### src/rtl/priority_encoder_pipe.sv
// rtl/priority_encoder_pipe.sv - one-deep pipelined priority encoder with valid/ready handshake
// Define PRIORITY_ENCODER_PIPE_RR_MODE_EN for round-robin arbitration; fixed lowest-index otherwise.
module priority_encoder_pipe #(
    parameter int N = 8,
    parameter int W = 3
) (
    input  logic         clk,
    input  logic         rst,
    input  logic [N-1:0] req,
    input  logic         in_valid,
    output logic         in_ready,
    output logic [W-1:0] code,
    output logic         none,
    output logic         out_valid,
    input  logic         out_ready
);

    generate
        if (W != $clog2(N) || N < 2 || N > 64) begin : g_bad_params
            $error("priority_encoder_pipe: need 2 <= N <= 64 and W == clog2(N)");
        end
    endgenerate

    typedef enum logic {S_EMPTY = 1'b0, S_FULL = 1'b1} state_t;

    state_t       r_state;
    state_t       w_next_state;
    logic [W-1:0] r_code;
    logic         r_none;
    logic [W-1:0] w_win;
    logic         w_found;
    logic         w_in_xfer;
    logic         w_out_xfer;

    assign w_in_xfer  = in_valid && in_ready;
    assign w_out_xfer = out_valid && out_ready;

`ifdef PRIORITY_ENCODER_PIPE_RR_MODE_EN
    logic [W-1:0] r_ptr;
    logic [W:0]   w_sum;
    logic [W-1:0] w_idx;

    // Walk offsets high to low so the smallest offset from r_ptr is the last match kept.
    always_comb begin
        w_found = 1'b0;
        w_win   = W'(N - 1);
        w_sum   = '0;
        w_idx   = '0;
        for (int k = N - 1; k >= 0; k--) begin
            w_sum = {1'b0, r_ptr} + (W + 1)'(k);
            if (w_sum >= (W + 1)'(N)) begin
                w_sum = w_sum - (W + 1)'(N);
            end
            w_idx = w_sum[W-1:0];
            if (req[w_idx]) begin
                w_found = 1'b1;
                w_win   = w_idx;
            end
        end
    end

    always_ff @(posedge clk) begin
        if (rst) begin
            r_ptr <= '0;
        end else if (w_in_xfer && w_found) begin
            r_ptr <= (w_win == W'(N - 1)) ? '0 : w_win + 1'b1;
        end
    end
`else
    always_comb begin
        w_found = 1'b0;
        w_win   = W'(N - 1);
        for (int i = N - 1; i >= 0; i--) begin
            if (req[i]) begin
                w_found = 1'b1;
                w_win   = W'(i);
            end
        end
    end
`endif

    always_ff @(posedge clk) begin
        if (rst) begin
            r_state <= S_EMPTY;
        end else begin
            r_state <= w_next_state;
        end
    end

    always_comb begin
        w_next_state = r_state;
        case (r_state)
            S_EMPTY: if (w_in_xfer) w_next_state = S_FULL;
            S_FULL:  if (w_out_xfer && !w_in_xfer) w_next_state = S_EMPTY;
            default: w_next_state = S_EMPTY;
        endcase
    end

    always_comb begin
        out_valid = (r_state == S_FULL);
        in_ready  = !out_valid || out_ready;
        code      = r_code;
        none      = r_none;
    end

    // Result registers load only on an accepted vector, so they hold under backpressure.
    always_ff @(posedge clk) begin
        if (rst) begin
            r_code <= '0;
            r_none <= 1'b0;
        end else if (w_in_xfer) begin
            r_code <= w_win;
            r_none <= ~w_found;
        end
    end

endmodule

### config.mk
export PLATFORM = sky130hd
export DESIGN_NAME = priority_encoder_pipe
export DESIGN_NICKNAME = d
export VERILOG_FILES = /design/src/rtl/priority_encoder_pipe.sv
export SDC_FILE = /design/constraint.sdc
export NUM_CORES = 1
export LEC_CHECK = 0
export ABC_AREA = 1
export CAP_MARGIN = 15
export CELL_PAD_IN_SITES_DETAIL_PLACEMENT = 0
export CELL_PAD_IN_SITES_GLOBAL_PLACEMENT = 1
export CORE_AREA = 2 2 40 42
export CTS_CLUSTER_SIZE = 40
export DETAILED_ROUTE_END_ITERATION = 12
export DIE_AREA = 0 0 42 44
export PLACE_DENSITY_LB_ADDON = 0.08
export SLEW_MARGIN = 25
export SYNTH_ARGS = -nofsm -noshare
export SYNTH_HDL_FRONTEND = slang
export SYNTH_SLANG_ARGS = --single-unit
### constraint.sdc
create_clock -name clk -period 0.88 [get_ports clk]
set_input_delay 0.264 -clock clk [delete_from_list [all_inputs] [get_ports clk]]
set_output_delay 0.264 -clock clk [all_outputs]
set_load 0.05 [all_outputs]
==> results.sh, run 1 <==
export IMPL_status="finished, violations left"
export IMPL_violations="negative setup slack"
export IMPL_fillCellCount=140
export IMPL_post_synth_top_area_fraction_pct=39.60
export IMPL_reg2reg_depth=6
export IMPL_fmax_mhz=928.2
export IMPL_die_y_um=44
export IMPL_via_per_inst=4.038
export IMPL_multiInputGateArea_um2=171.4
export IMPL_rrSetupSlack_ps=-150
export IMPL_final_core_util_pct=43.92
export IMPL_synth_nets=50
export IMPL_ys_warn_count=0
export IMPL_startpoint_type="register"
export IMPL_cts_sinks=5
export IMPL_fin_skew_ps=2.131
export IMPL_avgSynthCellArea_um2=6.651
export IMPL_gp_congestion=0.6485
export IMPL_hold_path_class="input port to register"
export IMPL_worst_pin_slew_ps=215.2
export IMPL_clk_pin_slew_ps=40
export IMPL_numCtsBuffers=3
export IMPL_rows=14
export IMPL_clockRootBuffer="clkbuf_4"
export IMPL_worst_path_max_fanout=2
export IMPL_yosys_area_top_type="dfxtp_1"
export IMPL_start_util_pct=17.81
export IMPL_cp_arrival_ps=810
export IMPL_instances_no_fill=80
export IMPL_grt_max_degree=7
export IMPL_grt_pass1_wl_um=1014
export IMPL_drt_total_wl_um=634
export IMPL_rsz0062_at_grt="yes"
export IMPL_fin_nets=77
export IMPL_overflow=0
export IMPL_cp_required_ps=620
export IMPL_drc=0
export IMPL_ys_ff_latch=5
export IMPL_slew_headroom_pct=85.65
export IMPL_die_x_um=42
export IMPL_p_leak_uw=0.0002905
export IMPL_ant_nets=0
export IMPL_cts_tree="built"
export IMPL_tns_ps=-1193
export IMPL_core_um2=1419
export IMPL_placedCellCount=72
export IMPL_clockBufferDepth=2
export IMPL_syn_inst=38
export IMPL_grt_usage_pct=7.847
export IMPL_path_class="register to output port"
export IMPL_reg2reg_to="none"
export IMPL_r2r_start="out_valid"
export IMPL_synth_area_leaders="dfxtp_1 (40%), nand2_1 (19%), a21oi_1 (7.9%)"
export IMPL_drive_gt1_share_pct=45.31
export IMPL_ys_seq_area_share_pct=39.60
export IMPL_io_buffers=17
export IMPL_finalSetupViolations=10
export IMPL_setup_worst_path_start="out_valid"
export IMPL_seq_area_um2=111.4
export IMPL_drt_iter0_drc=4
export IMPL_antenna_found_initial=0
export IMPL_area_growth_syn_to_layout_pct=146.5
export IMPL_via_count=323
export IMPL_ys_types=12
export IMPL_crit_slowest_cell="dfxtp_4"
export IMPL_grt_pass1_vias=277
export IMPL_wl_per_cell_um=7.925
export IMPL_ios=18
export IMPL_fin_ws_ps=-197.4
export IMPL_power_per_cell_area_nw_per_um2=1132
export IMPL_ir_drop_uv=871.9
export IMPL_cp_slowest_stage_delay_ps=380
export IMPL_cap_violations=0
export IMPL_fin_crit_sh_pct=122.4
export IMPL_first_pass_iters=4
export IMPL_path_cells="nand2_8 > buf_12"
export IMPL_netlist_area_um2=252.7
export IMPL_cp_endpoint="in_ready"
export IMPL_final_hold_viol_count=0
export IMPL_finalCriticalPeriod_ps=1077
export IMPL_die_area_um2=1848
export IMPL_final_cell_area_um2=623.1
export IMPL_hpwl_um=530
export IMPL_ctsHtreeMaxLevel=1
export IMPL_dpl_instance_area_um2=533.0
export IMPL_finalMaxSlewViolations=0
export IMPL_cp_end_kind="output port"
export IMPL_worstSkewPairLatency_ps=240
export IMPL_antennaDiodeCount=0
## placed cells by master, fill, tap and decap left out
cell and instances:
a21oi_1 3, a21oi_2 2, buf_12 6, buf_4 5
clkbuf_1 1, clkbuf_4 3, clkdlybuf4s50_1 5, dfxtp_2 3
dfxtp_4 2, dlygate4sd2_1 4, dlymetal6s2s_1 2, inv_1 5
inv_2 2, nand2_1 12, nand2_2 1, nand2_8 2
nand3_1 1, nor2_1 1, nor2_2 1, nor2_4 1
nor3_1 1, nor3_4 1
## through the flow
stage / setup slack [ps] / hold slack (ps) / total power (uW)
2_1_floorplan: -97.99 / 323.4 / 324.9
3_3_place_gp: -453.6 / 491.8 / 434.9
3_5_place_dp: -476.2 / 492.9 / 437.1
4_1_cts: -208.5 / 449.2 / 720.8
5_1_grt: -222.2 / 469.0 / 743.9
6_report: -197.4 / 438.0 / 705.1
## flip-flops by register name (all words and copies together), names as in the netlist
name	cells
none	1
code	3
out_valid	1
## how the worst min path moves through the flow
| stage | cells after the start | endpoint | startpoint |
|---|---|---|---|
| floorplan | 1 | out_valid | rst |
| global placement | 2 | code[0] | code[0] |
| detailed placement | 2 | code[0] | code[0] |
| CTS | 4 | none | req[6] |
| global route | 4 | none | req[6] |
| finish | 6 | code[0] | req[2] |
## worst max-delay path, delay by kind of cell, from the launching register on
kind / cells / cell delay [ps]
buffers and inverters: 1 / 140
flip-flops: 1 / 380
AND/OR/NAND/NOR: 1 / 60
## cells by family (layout without fill, tap and decap cells)
logic type | count (synthesis) | after routing | share of synthesized area [%]
buffers and inverters | 7 | 33 | 10.40
and+or+nand+nor | 21 | 21 | 38.61
AOI/OAI and AO/OA | 5 | 5 | 11.39
DFF | 5 | 5 | 39.61
## cell usage after synthesis
| library cell | n |
|---|---|
| a21oi_1 | 4 |
| a21oi_2 | 1 |
| dfxtp_1 | 5 |
| inv_1 | 5 |
| inv_2 | 2 |
| nand2_1 | 13 |
| nand2_2 | 2 |
| nand3_1 | 1 |
| nor2_1 | 1 |
| nor2_2 | 2 |
| nor3_1 | 1 |
| nor3_2 | 1 |
## routing by layer
layer / share of wire, % / wire length (um) / GRT usage (%) / up-vias
li1: - / - / - / 168
met1: 38 / 238 / 7.053 / 140
met2: 53 / 338 / 12.81 / 15
met3: 9.0 / 57 / 5.000 / 0
met4: 0 / 0 / 5.806 / 0
met5: 0 / 0 / 0 / -
## final cells by class
type                       instances  share of cell area, %
multi-input combinational         26                  27.51
clock buffer                       4                  4.217
tap                               16                  3.213
inverter                           7                  4.217
timing repair buffer              22                  42.97
sequential                         5                  17.87
## power by group
group	switching, uW	total [uW]	internal [uW]
clock network	88.9	260	171
logic	95.8	201	106
registers	11.0	244	233
total	196	705	509
## what timing repair did
action / 4_1_cts / 5_1_grt
hold buffers: 0 / 0
endpoints found under the setup margin: 10 / 10
buffers inserted: 3 / 1
pin swaps: 8 / 3
hold endpoints to repair: 0 / 0
gates resized for setup: 12 / 4
Power figures use the tool's default switching activity.
==> run 2, diff against run 1 <==
Settings changed: SKIP_CTS_REPAIR_TIMING set to 1.
==> results.sh, run 2 (synthesis gave the netlist of run 1 again) <==
export IMPL_status="finished, violations left"
export IMPL_fin_ws_ps=-212.4
export IMPL_die_y_um=44
export IMPL_cap_violations=0
export IMPL_grt_usage_pct=7.404
export IMPL_drt_iter0_drc=3
export IMPL_first_pass_iters=2
export IMPL_startpoint_type="register"
export IMPL_final_hold_viol_count=0
export IMPL_fin_crit_sh_pct=124.1
export IMPL_gp_congestion=0.6485
export IMPL_worst_pin_slew_ps=224.2
export IMPL_hpwl_um=530
export IMPL_die_area_um2=1848
export IMPL_fin_nets=74
export IMPL_mostFrequentLayoutCell="nand2_1"
export IMPL_fmax_mhz=915.4
export IMPL_start_util_pct=17.81
export IMPL_worstSkewPairLatency_ps=240
export IMPL_ant_nets=0
export IMPL_cp_arrival_ps=830
export IMPL_ctsHtreeMaxLevel=1
export IMPL_grt_pass1_wl_um=952
export IMPL_fin_skew_ps=1.539
export IMPL_tns_ps=-860.5
export IMPL_cp_required_ps=620
export IMPL_drc=0
export IMPL_violations="negative setup slack"
export IMPL_power_per_cell_area_nw_per_um2=1140
export IMPL_rsz0062_at_grt="yes"
export IMPL_clk_pin_slew_ps=40
export IMPL_fillCellCount=140
export IMPL_antennaDiodeCount=0
export IMPL_p_leak_uw=0.0003310
export IMPL_via_per_inst=4.091
export IMPL_area_growth_syn_to_layout_pct=143.6
export IMPL_drive_gt1_share_pct=47.54
export IMPL_path_class="register to output port"
export IMPL_via_count=315
export IMPL_ir_drop_uv=851.6
export IMPL_grt_pass1_vias=260
export IMPL_wl_per_cell_um=7.701
export IMPL_final_cell_mix="nand2_1 (11), dlymetal6s2s_1 (9), buf_12 (6)"
export IMPL_numCtsBuffers=3
export IMPL_place_ws_ps=-476.2
export IMPL_clockBufferDepth=2
export IMPL_ios=18
export IMPL_cts_sinks=5
export IMPL_hold_path_class="input port to register"
export IMPL_overflow=0
export IMPL_core_um2=1419
export IMPL_hold_ws_ps=335.0
export IMPL_cts_tree="built"
export IMPL_drt_total_wl_um=593
export IMPL_clockRootBuffer="clkbuf_4"
export IMPL_finalCriticalPeriod_ps=1092
export IMPL_slew_headroom_pct=85.03
export IMPL_io_buffers=17
export IMPL_finalSetupViolations=9
export IMPL_finalMaxSlewViolations=0
export IMPL_worst_path_max_fanout=3
export IMPL_cp_end_kind="output port"
export IMPL_rows=14
export IMPL_antenna_found_initial=0
export IMPL_grt_max_degree=7
export IMPL_die_x_um=42
export IMPL_largest_register_ffs=3
[run 2: cell types whose count changed in the layout (fill, tap and decap cells not counted), sizes merged]
cell	delta
buf	-3
clkdlybuf4s50	-3
dlygate4sd2	-4
dlymetal6s2s	+7
[run 2: final cells by class]
cell class | instances | area [um2] | area share, %
inverters | 7 | 26.28 | 4.268
flip-flops and latches | 5 | 108.9 | 17.68
well taps | 16 | 20.02 | 3.252
multi-input cells | 26 | 166.4 | 27.03
repair buffers | 19 | 267.8 | 43.50
clock buffers | 4 | 26.28 | 4.268
[run 2: stage by stage]
step                total power [uW]  instance area (um2)  utilization, %  instances
CTS                            705.0                559.3           39.42         76
global route                   738.7                615.6           43.39         77
detailed placement             437.1                533.0           37.57         72
finish                         701.7                615.6           43.39         77
global placement               434.9                533.0           37.57         72
floorplan                      324.9                275.3               -         38
[run 2: final timing paths]
kind / cells past startpoint / start / endpoint / slack, ps
worst max-delay path: 2 / out_valid / in_ready / -210
worst max register to register: 5 / out_valid / none / -70
worst min-delay path: 3 / in_valid / out_valid / 330
worst min register to register: 2 / code[1] / code[1] / 490
[run 2: critical path, stage by stage (launching register included)]
cell     delay [ps]
dfxtp_4         380
nand2_8          70
buf_12          140
[run 2: power breakdown]
| group | switching [uW] | total, uW | internal (uW) |
|---|---|---|---|
| clock network | 90.6 | 262 | 171 |
| registers | 10.9 | 246 | 235 |
| logic | 92.8 | 194 | 101 |
[run 2: per-layer routing]
metal,part of all wire [%],vias up,GRT usage (%),wire (um)
met5,0,-,0,0
met4,1.3,0,5.806,8
met3,9.8,3,5.000,58
met2,52,14,11.56,307
met1,37,137,6.784,219
li1,-,161,-,-
